<file path="src/rtl/pc_seq_pkg.sv">
// Shared types and constants for the fetch-stage PC sequencer.
// The optional performance counters (PC_SEQ_PERF_EN) reuse XLEN from here.
package pc_seq_pkg;

    localparam int XLEN        = 32;
    localparam int INSTR_BYTES = 4;
    localparam int FLUSH_CNT_W = 3;

    typedef enum logic [1:0] {
        ST_BOOT  = 2'd0,
        ST_RUN   = 2'd1,
        ST_HOLD  = 2'd2,
        ST_FLUSH = 2'd3
    } pc_seq_state_t;

    // Redirect targets are forced onto an instruction boundary.
    function automatic logic [XLEN-1:0] align_target(input logic [XLEN-1:0] target);
        return {target[XLEN-1:2], 2'b00};
    endfunction

endpackage

</file>
<file path="src/rtl/pc_seq_perf.sv">
// Saturating stall-cycle and redirect counters for the PC sequencer.
// Instantiated only when PC_SEQ_PERF_EN is defined.
module pc_seq_perf
    import pc_seq_pkg::*;
(
    input  logic            clock,
    input  logic            reset,
    input  logic            stall_event,
    input  logic            redirect_event,
    output logic [XLEN-1:0] stall_cycles,
    output logic [XLEN-1:0] redirect_count
);

    logic [1:0]            event_vec;
    logic [1:0][XLEN-1:0]  count_vec;

    assign event_vec = {redirect_event, stall_event};

    genvar gi;
    generate
        for (gi = 0; gi < 2; gi++) begin : g_cnt
            logic [XLEN-1:0] cnt_reg;

            // Counters stick at all-ones rather than wrapping.
            always_ff @(posedge clock or negedge reset) begin
                if (!reset)
                    cnt_reg <= '0;
                else if (event_vec[gi] && (cnt_reg != '1))
                    cnt_reg <= cnt_reg + XLEN'(1);
            end

            assign count_vec[gi] = cnt_reg;
        end
    endgenerate

    assign stall_cycles   = count_vec[0];
    assign redirect_count = count_vec[1];

endmodule

</file>
<file path="src/rtl/pc_sequencer.sv">
// Fetch-stage PC controller: arbitrates jump/branch redirects, stalls and the
// imem handshake onto a registered PC. Optional counters via PC_SEQ_PERF_EN.
module pc_sequencer
    import pc_seq_pkg::*;
#(
    parameter logic [XLEN-1:0] RESET_VECTOR = 32'h0000_0000,
    parameter int              FLUSH_CYCLES = 2
) (
    input  logic            clock,
    input  logic            reset,
    input  logic            stall,
    input  logic            branch_taken,
    input  logic [XLEN-1:0] branch_target,
    input  logic            jump,
    input  logic [XLEN-1:0] jump_target,
    input  logic            fetch_ready,
    output logic [XLEN-1:0] pc,
    output logic            fetch_valid,
    output logic            flush,
    output logic            misaligned,
    output logic [1:0]      state
`ifdef PC_SEQ_PERF_EN
    ,
    output logic [XLEN-1:0] stall_cycles,
    output logic [XLEN-1:0] redirect_count
`endif
);

    pc_seq_state_t          state_reg, state_next;
    logic [XLEN-1:0]        pc_reg, pc_next;
    logic [FLUSH_CNT_W-1:0] cnt_reg, cnt_next;
    logic                   misaligned_reg, misaligned_next;
    logic                   fetch_valid_reg, flush_reg;
    logic [XLEN-1:0]        target;
    logic                   advance;

    assign target  = jump ? jump_target : branch_target;
    assign advance = !stall && fetch_ready;

    always_comb begin
        state_next      = state_reg;
        pc_next         = pc_reg;
        cnt_next        = cnt_reg;
        misaligned_next = 1'b0;
        if (state_reg == ST_BOOT) begin
            state_next = ST_RUN;
        end else if (jump || branch_taken) begin
            pc_next         = align_target(target);
            misaligned_next = (target[1:0] != 2'b00);
            cnt_next        = FLUSH_CNT_W'(FLUSH_CYCLES);
            state_next      = ST_FLUSH;
        end else if (state_reg == ST_RUN) begin
            if (stall)
                state_next = ST_HOLD;
            else if (fetch_ready)
                pc_next = pc_reg + XLEN'(INSTR_BYTES);
        end else if (state_reg == ST_HOLD) begin
            // Leaving HOLD spends one edge in RUN before the PC moves again.
            if (!stall)
                state_next = ST_RUN;
        end else begin
            cnt_next = cnt_reg - FLUSH_CNT_W'(1);
            if (advance)
                pc_next = pc_reg + XLEN'(INSTR_BYTES);
            if (cnt_reg == FLUSH_CNT_W'(1))
                state_next = ST_RUN;
        end
    end

    always_ff @(posedge clock or negedge reset) begin
        if (!reset) begin
            state_reg       <= ST_BOOT;
            pc_reg          <= RESET_VECTOR;
            cnt_reg         <= '0;
            misaligned_reg  <= 1'b0;
            fetch_valid_reg <= 1'b0;
            flush_reg       <= 1'b0;
        end else begin
            state_reg       <= state_next;
            pc_reg          <= pc_next;
            cnt_reg         <= cnt_next;
            misaligned_reg  <= misaligned_next;
            fetch_valid_reg <= (state_next == ST_RUN) || (state_next == ST_FLUSH);
            flush_reg       <= (state_next == ST_FLUSH);
        end
    end

    assign pc          = pc_reg;
    assign fetch_valid = fetch_valid_reg;
    assign flush       = flush_reg;
    assign misaligned  = misaligned_reg;
    assign state       = state_reg;

`ifdef PC_SEQ_PERF_EN
    logic stall_event, redirect_event;

    assign stall_event    = (state_reg == ST_HOLD) || (fetch_valid_reg && !fetch_ready);
    assign redirect_event = (state_reg != ST_BOOT) && (jump || branch_taken);

    pc_seq_perf u_perf (
        .clock          (clock),
        .reset          (reset),
        .stall_event    (stall_event),
        .redirect_event (redirect_event),
        .stall_cycles   (stall_cycles),
        .redirect_count (redirect_count)
    );
`endif

endmodule

</file>
<file path="config.mk">
export PLATFORM = sky130hd
export DESIGN_NAME = pc_sequencer
export DESIGN_NICKNAME = d
export VERILOG_FILES = /design/src/rtl/pc_seq_pkg.sv /design/src/rtl/pc_seq_perf.sv /design/src/rtl/pc_sequencer.sv
export SDC_FILE = /design/constraint.sdc
export NUM_CORES = 1
export LEC_CHECK = 0
export BUFFER_PORTS_ARGS = -buffer_cell sky130_fd_sc_hd__buf_2
export CAP_MARGIN = 20
export CORE_ASPECT_RATIO = 1.25
export CORE_UTILIZATION = 49
export DETAILED_ROUTE_END_ITERATION = 6
export PLACE_DENSITY = 0.81
export SLEW_MARGIN = 20
export SYNTH_ARGS = -nofsm -noshare
export SYNTH_HDL_FRONTEND = slang
export SYNTH_HIERARCHICAL = 1
export SYNTH_SLANG_ARGS = --single-unit
export TNS_END_PERCENT = 30
</file>
<file path="constraint.sdc">
create_clock -name clock -period 2.2 [get_ports clock]
set_input_delay 0.44 -clock clock [delete_from_list [all_inputs] [get_ports clock]]
set_output_delay 0.44 -clock clock [all_outputs]
set_load 0.02 [all_outputs]
</file>
[Yosys cells after proc, flatten, opt, wreduce, memory -nomap -nowiden]
Cells that the tools add are included.
Cells by class
  add/sub/neg operators: 2
  equality and inequality tests: 10
  multiplexer cells: 19
  bitwise gates (word level): 1
  reductions and logical operators: 9
Operators by type and width (number)
  $mux W32: 7
  $add A32 B3 Y32 const B: 1
  $mux W2: 7
  $mux W3: 3
  $ne A3 B3 Y1 const B: 3
  $reduce_and A5 Y1: 1
  $eq A2 B1 Y1 const B: 2
  $eq A2 B2 Y1 const B: 2
  $ne A2 B2 Y1 const B: 2
  $eq A3 B1 Y1 const B: 1
  $reduce_and A3 Y1: 1
  $reduce_bool A3 Y1: 1
  $sub A3 B1 Y3 const B: 1
  $logic_not A2 Y1: 1
  $logic_or A1 B1 Y1: 2
  $mux W1: 2
  $reduce_bool A2 Y1: 1
  $logic_and A1 B1 Y1: 1
  $logic_not A1 Y1: 1
  $not A1 Y1: 1
Storage, ports and cells
  bits in registers: 40
  bits of input ports: 70
  word-level logic and storage cells: 47

[Logic depth before layout (Yosys ltp)]
Gate-level depths: netlist of the first run.
  depth in word-level cells: 8
  gate-level depth with buffers: 8
  mapped depth without buffers: 6

[Least setup slack after synthesis of the first run]
OpenSTA, ideal clock, no wires.
  path type: reg-to-reg
  from: register pc_reg[2], in the netlist pc[2]
  to: register pc_reg[31], in the netlist pc[31]
  setup time: 0.131 ns
  arrival: 1.787 ns
  required time: 2.069 ns
  slack: 0.282 ns
  cell stages (with the launch flop): 6
  buffers on the path: 0
  clock period less this slack: 1.918 ns
  cell sequence: dfrtp_1 nand3_1 nor4_4 nand4_2 and3_1 or3_1
Between the ends
  word-level cells in the longest chain between the ends: 5
RTL lines
  start: declaration: RTL line pc_sequencer.sv:30  | logic [XLEN-1:0] pc_reg, pc_next;
  start signal: assignment: RTL line pc_sequencer.sv:80  | pc_reg <= pc_next;
  $add A32 B3 Y32 *: RTL line pc_sequencer.sv:56, pc_sequencer.sv:64
  $mux W32 (on tied branches): RTL line pc_sequencer.sv:63, pc_sequencer.sv:55
  $mux W32 (on tied branches): RTL line pc_sequencer.sv:57, pc_sequencer.sv:53
  $mux W32 *: RTL line pc_sequencer.sv:52  | end else if (state_reg == ST_RUN) begin
  $mux W32 *: RTL line pc_sequencer.sv:47  | end else if (jump || branch_taken) begin
Every way passes the cells marked *; elsewhere a longest branch is shown, timed or not. The select of a mux whose other input is x is not followed.
A chain may end at the register's enable or synchronous reset.

[Worst setup path in the final report of the first run]
  from: register pc_reg[14], in the netlist pc[14]
  to: register pc_reg[22], in the netlist pc[22]
Same word-level chain as after synthesis.

==> flow_metrics.env, run 1 <==
export IMPL_cellPowerDensity_nw_per_um2=573
export IMPL_layout_nets=534
export IMPL_routabilityCongestion=0.856
export IMPL_regToRegEndpoint="pc[22]$_DFFE_PN0P_"
export IMPL_timing_hold_ws_ps=184
export IMPL_worst_setup_path_end_kind="flip-flop"
export IMPL_drt_antenna_violating_nets=0
export IMPL_timing_hold_violations_final=0
export IMPL_core_area_um2=5190
export IMPL_cp_num_buf_inv=1
export IMPL_criticalPathCategory="flip-flop to flip-flop"
export IMPL_timing_critical_path_cells="nand4_1 > nor4_2 > buf_4 > nand4_1 > o31a_1 > o22ai_1"
export IMPL_critical_path_max_stage_delay_ps=430
export IMPL_cts_root_buffer_cell="clkbuf_8"
export IMPL_timing_max_slew_rel_slack=0.660
export IMPL_die_h_um=85.0
export IMPL_buffer_count_from_post_cts_setup_fixing=0
export IMPL_cts_hold_buffers_added=0
export IMPL_std_cell_rows=29
export IMPL_critical_path_arrival_ps=2130
export IMPL_cts_tree="built"
export IMPL_seq_total_area_yosys=0.343
export IMPL_ratio_of_cells_with_drive_above_1_in_the_final_layout=0.304
export IMPL_final_setup_skew_ps=5.61
export IMPL_avgViaCountPerCell=5.92
export IMPL_drt_initial_drc_count=286
export IMPL_clkSlewWorstSetupHoldPaths_ps=70
export IMPL_crit_top_cell="nand4_1"
export IMPL_drv_slew=0
export IMPL_ios=107
export IMPL_synth_cell_types=55
export IMPL_antenna_found_initial=0
export IMPL_critical_path_required_ps=2420
export IMPL_outcome="finished, final reports clean"
export IMPL_r2r_slack_ps=290
export IMPL_grt_pass1_wl_um=12400
export IMPL_report_final_setup_viol=0
export IMPL_globalRouteTotalUtil=0.279
export IMPL_met3_wire_length_um=565
export IMPL_cts_max_path_buffers=2
export IMPL_total_leakage_power_nw=1.59
export IMPL_floorplan_die_width_um=68.4
export IMPL_htree_levels=2
export IMPL_max_clk_rate_mhz=523
export IMPL_final_worst_path_period_need_ps=1910
export IMPL_netlist_area_pre_place_um2=2700
export IMPL_kind_of_cell_with_the_highest_combined_delay_on_the_critical_path="simple AND/OR/NAND/NOR gates"
export IMPL_num_vias=3098
export IMPL_worstSetupStartpointType="flip-flop"
export IMPL_r2r_start="pc[14]$_DFFE_PN0P_"
export IMPL_grt_start_max_net_pins=39
export IMPL_hold_path_class="input port to asynchronous set/reset pin"
export IMPL_clock_latency_ps=290
export IMPL_met1Wirelength_um=3260
export IMPL_routed_len_inst_um=14.8
export IMPL_layout_core_utilization=0.651
export IMPL_synth_cells=360
export IMPL_yosys_warnings=6
export IMPL_layout_area_overhead_vs_synth_pct=25.2
export IMPL_share_of_the_clock_period_used_by_the_worst_path=0.870
export IMPL_synthesis_area_per_instance_um2=7.50
export IMPL_register_bit_count_reported_by_yosys=37
export IMPL_cap_viol_max_count=0
export IMPL_wl_met2_um=3780
export IMPL_number_of_clock_buffers_inserted_by_tritoncts=5
export IMPL_top_signal_layer_used="met4"
export IMPL_grt_overflow_total=0
export IMPL_dp_slack_ps=140
export IMPL_finalSetupTns_ps=0
export IMPL_route_detailed_drc=0
export IMPL_unrepaired_setup_endpoints_after_global_routing="false"
export IMPL_number_of_flip_flops_under_the_largest_register_name=30
export IMPL_dr_pass1_iters=5
export IMPL_cts_repair_resize_count=0
export IMPL_crit_path_max_fanout=10
export IMPL_die_area_um2=5810
export IMPL_detailed_place_hpwl_um=5680
export IMPL_antenna_diode_count=0
export IMPL_r2r_worst_path_cells=6
export IMPL_ir_drop_mv=0.289
export IMPL_detail_route_wirelength_um=7730
export IMPL_cp_slowest_cell="dfrtp_1"
export IMPL_floorplan_initialDensity=0.520
export IMPL_worst_slew_pin_slew_ps=511
export IMPL_first_global_vias=2764
export IMPL_clock_sinks=37
export IMPL_layout_setup_ws_ps=287
export IMPL_placement_io_buffers=104
export IMPL_power_mw=1.94
-- cells in the final DEF (no fill, tap or decap), drive strengths merged, types with 3 or more instances in the layout --
cell,n
buf,123
nand2,56
o21ai,46
nor2,40
dfrtp,37
a21oi,30
nand3,14
a31oi,9
nand4,9
inv,8
and2,7
clkbuf,7
and3,6
o22ai,6
o31a,6
nor4,6
or3,3
nor3,3
nor3b,3
mux2i,3
o221ai,3
a22o,3
a41oi,3
ha,3
and4,3
-- logic make-up (layout without fill, tap and decap cells) --
family,Yosys count,count (layout),synth area share
AOI/OAI and AO/OA,123,123,0.280
xor gates and xnor gates,1,1,0.00324
adders and majority gates,3,3,0.0139
buffers and inverters,38,138,0.0672
DFF,37,37,0.343
muxes,3,3,0.0111
other,1,2,0.00139
and+or+nand+nor,154,154,0.280
-- final cells by class --
class                   count  area (um^2)
well taps                  62         77.6
fillers                   472         1810
inverters                   8         30.0
flip-flops and latches     37          926
multi-input cells         286         1600
clock buffers               7         86.3
repair buffers            123          663
-- synthesized netlist by cell type, drive strengths merged --
master / instances / area share
nand2: 56 / 0.079
o21ai: 46 / 0.085
nor2: 40 / 0.056
dfrtp: 37 / 0.34
a21oi: 30 / 0.056
clkbuf: 17 / 0.024
nand3: 14 / 0.028
buf: 13 / 0.032
a31oi: 9 / 0.021
nand4: 9 / 0.023
inv: 8 / 0.011
and2: 7 / 0.016
and3: 6 / 0.014
nor4: 6 / 0.022
o22ai: 6 / 0.016
o31a: 6 / 0.020
a22o: 3 / 0.0097
a41oi: 3 / 0.0097
and4: 3 / 0.010
ha: 3 / 0.014
mux2i: 3 / 0.011
nor3: 3 / 0.0056
nor3b: 3 / 0.0083
o221ai: 3 / 0.0097
or3: 3 / 0.0070
a221oi: 2 / 0.0065
nand4b: 2 / 0.0065
o211ai: 2 / 0.0056
o21a: 2 / 0.0056
o22a: 2 / 0.0065
a211oi: 1 / 0.0028
a221o: 1 / 0.0037
a22oi: 1 / 0.0028
a311o: 1 / 0.0037
a31o: 1 / 0.0032
conb: 1 / 0.0014
nor2b: 1 / 0.0023
o2111ai: 1 / 0.0032
o2bb2ai: 1 / 0.0032
o311ai: 1 / 0.0032
o41ai: 1 / 0.0032
or2: 1 / 0.0023
xor2: 1 / 0.0032
-- metal layers --
layer,track usage,vias to the layer above
li1,-,1506
met1,0.349,1434
met2,0.466,145
met3,0.0524,13
met4,0.102,0
met5,0,-
-- power by group --
part | switching, mW | leakage [nW] | internal (mW)
clock network | 0.236 | 0.0443 | 0.249
logic | 0.352 | 1.10 | 0.233
registers | 0.106 | 0.439 | 0.760
total | 0.694 | 1.59 | 1.24
-- worst max path at each step --
stage                                     to  slack [ps]  depth (start not counted)               start
after global routing      pc[22]$_DFFE_PN0P_          80                          6  pc[14]$_DFFE_PN0P_
final                     pc[22]$_DFFE_PN0P_         290                          6  pc[14]$_DFFE_PN0P_
after global placement    pc[28]$_DFFE_PN0P_         230                          6               stall
after CTS                 pc[28]$_DFFE_PN0P_         300                          5  state[1]$_DFF_PN0_
after floorplan           pc[31]$_DFFE_PN0P_         280                          5   pc[2]$_DFFE_PN0P_
after detailed placement  pc[28]$_DFFE_PN0P_         140                          6               stall
-- per-stage QoR --
stage | instances | area, um^2
4_1_cts | 523 | 3380
3_5_place_dp | 516 | 3290
3_3_place_gp | 516 | 3290
2_1_floorplan | 361 | 2700
5_1_grt | 523 | 3380
6_report | 523 | 3380
(Power assumes the default switching activity.)
==> run 2, diff against run 1 <==
--- a/config.mk
+++ b/config.mk
@@ -10,6 +10,7 @@
 export CORE_ASPECT_RATIO = 1.25
 export CORE_UTILIZATION = 49
 export DETAILED_ROUTE_END_ITERATION = 6
+export GPL_TIMING_DRIVEN = 0
 export PLACE_DENSITY = 0.81
 export SLEW_MARGIN = 20
 export SYNTH_ARGS = -nofsm -noshare
==> run 2 against run 1 <==
Net effect:
- sequential share of layout area down 0.12 points
- total power up 2.4%
- sequential power about the same
- clock power increased by 4%
- combinational power is 4.6% higher
- flip-flop and latch count unchanged
- worst setup slack got worse by 170 ps
- via count increased by 6.9%
- highest routed layer unchanged
==> flow_metrics.env, run 2 (synthesis gave the netlist of run 1 again) <==
export IMPL_grt_overflow_total=0
export IMPL_floorplan_initialDensity=0.520
export IMPL_placed_area_um2=3300
export IMPL_route_detailed_drc=0
export IMPL_clkSlewWorstSetupHoldPaths_ps=80
export IMPL_worstSetupStartpointType="flip-flop"
export IMPL_final_worst_path_period_need_ps=2080
export IMPL_worst_setup_path_end_kind="flip-flop"
export IMPL_num_fill_cells=489
export IMPL_die_h_um=85.0
export IMPL_htree_levels=2
export IMPL_final_setup_skew_ps=7.15
export IMPL_die_area_um2=5810
export IMPL_max_clk_rate_mhz=481
export IMPL_worstSetupEndpoint="pc[31]$_DFFE_PN0P_"
export IMPL_ratio_of_cells_with_drive_above_1_in_the_final_layout=0.287
export IMPL_regToRegEndpoint="pc[31]$_DFFE_PN0P_"
export IMPL_grt_start_max_net_pins=38
export IMPL_drt_initial_drc_count=425
export IMPL_layout_cells_non_filler=533
export IMPL_dp_slack_ps=-24.6
export IMPL_timing_hold_violations_final=0
export IMPL_avgViaCountPerCell=6.21
export IMPL_antenna_diode_count=0
export IMPL_layout_nets=544
export IMPL_hold_path_class="input port to asynchronous set/reset pin"
export IMPL_critical_path_arrival_ps=2250
export IMPL_ios=107
export IMPL_timing_max_slew_rel_slack=0.415
export IMPL_detailed_place_hpwl_um=6640
export IMPL_number_of_flip_flops_under_the_largest_register_name=30
export IMPL_cell_count_after_placement=527
export IMPL_power_mw=1.98
export IMPL_layout_setup_ws_ps=119
export IMPL_finalSetupTns_ps=0
export IMPL_layout_core_utilization=0.654
export IMPL_first_global_vias=3100
export IMPL_antenna_found_initial=0
export IMPL_timing_hold_ws_ps=257
export IMPL_clock_sinks=37
export IMPL_buffer_count_from_post_cts_setup_fixing=0
export IMPL_cts_tree="built"
export IMPL_share_of_the_clock_period_used_by_the_worst_path=0.946
export IMPL_cap_viol_max_count=0
export IMPL_r2r_start="pc[10]$_DFFE_PN0P_"
export IMPL_ir_drop_mv=0.351
export IMPL_cellPowerDensity_nw_per_um2=584
export IMPL_cts_max_path_buffers=2
export IMPL_placement_io_buffers=104
export IMPL_cts_root_buffer_cell="clkbuf_8"
export IMPL_worst_setup_path_start="pc[10]$_DFFE_PN0P_"
export IMPL_total_leakage_power_nw=1.57
export IMPL_critical_path_required_ps=2370
export IMPL_report_final_setup_viol=0
export IMPL_globalRouteTotalUtil=0.334
export IMPL_routed_len_inst_um=17.3
export IMPL_unrepaired_setup_endpoints_after_global_routing="false"
export IMPL_post_route_cell_area_um2=3390
export IMPL_number_of_clock_buffers_inserted_by_tritoncts=5
export IMPL_most_common_library_cell_in_the_layout_ignoring_fill_and_taps="buf_2"
export IMPL_layout_cells_most_common_list="109 x buf_2, 55 x nand2_1, 46 x o21ai_0"
export IMPL_core_area_um2=5190
export IMPL_crit_path_max_fanout=7
export IMPL_layout_area_overhead_vs_synth_pct=25.7
export IMPL_grt_pass1_wl_um=14500
export IMPL_num_vias=3312
export IMPL_drv_slew=0
export IMPL_dr_pass1_iters=5
export IMPL_cts_hold_buffers_added=0
export IMPL_std_cell_rows=29
export IMPL_drt_antenna_violating_nets=0
export IMPL_detail_route_wirelength_um=9200
export IMPL_multiInputGateArea_um2=1610
export IMPL_worst_slew_pin_slew_ps=878
export IMPL_r2r_slack_ps=120
export IMPL_routabilityCongestion=0.948
export IMPL_clock_latency_ps=300
export IMPL_regArea_um2=926
export IMPL_criticalPathCategory="flip-flop to flip-flop"
export IMPL_floorplan_die_width_um=68.4
export IMPL_r2r_worst_path_cells=5
export IMPL_outcome="finished, final reports clean"
-- run 2: cell count changes in the layout (fill, tap and decap cells not counted), sizes merged --
cell and change:
buf -5, clkbuf +15
-- run 2: worst min-delay path by stage --
stage | end | from | cells past startpoint | slack [ps]
after CTS | pc[13]$_DFFE_PN0P_ | reset | 1 | 290
after floorplan | cnt_reg[0]$_DFFE_PN0P_ | reset | 0 | 140
after detailed placement | cnt_reg[2]$_DFFE_PN0P_ | cnt_reg[2]$_DFFE_PN0P_ | 1 | 480
after global placement | cnt_reg[2]$_DFFE_PN0P_ | cnt_reg[2]$_DFFE_PN0P_ | 1 | 470
after global routing | misaligned$_DFF_PN0_ | reset | 1 | 330
final | misaligned$_DFF_PN0_ | reset | 1 | 260
-- run 2: worst max-delay path, stage by stage (launching register included) --
cell and delay (ps):
dfrtp_1 460, nand3_2 170, nor4_4 550, nand4_2 220, and3_1 220, or3_1 330
-- run 2: power breakdown --
group | total, mW | internal (mW) | switching (mW)
clock | 0.504 | 0.249 | 0.255
combinational | 0.612 | 0.234 | 0.378
sequential | 0.867 | 0.759 | 0.107
-- run 2: per-layer routing --
layer | share of wire | vias up | global-route usage | wire length, um
li1 | - | 1527 | - | -
met1 | 0.39 | 1515 | 0.429 | 3630
met2 | 0.47 | 241 | 0.512 | 4300
met3 | 0.11 | 29 | 0.0726 | 994
met4 | 0.030 | 0 | 0.176 | 276
met5 | 0 | - | 0 | 0
-- run 2: cell type report --
cell class | count | area share
Sequential cell | 37 | 0.273
Buffer | 29 | 0.0439
Clock buffer | 7 | 0.0254
Timing Repair Buffer | 104 | 0.153
Multi-Input combinational cell | 286 | 0.473
Tap cell | 62 | 0.0229
Inverter | 8 | 0.00885
-- run 2: what timing repair did --
action,4_1_cts,5_1_grt
setup endpoints to repair,1,7
endpoints found under the hold margin,0,0
resized for setup,1,3
pin swaps,0,1
cloned,0,0
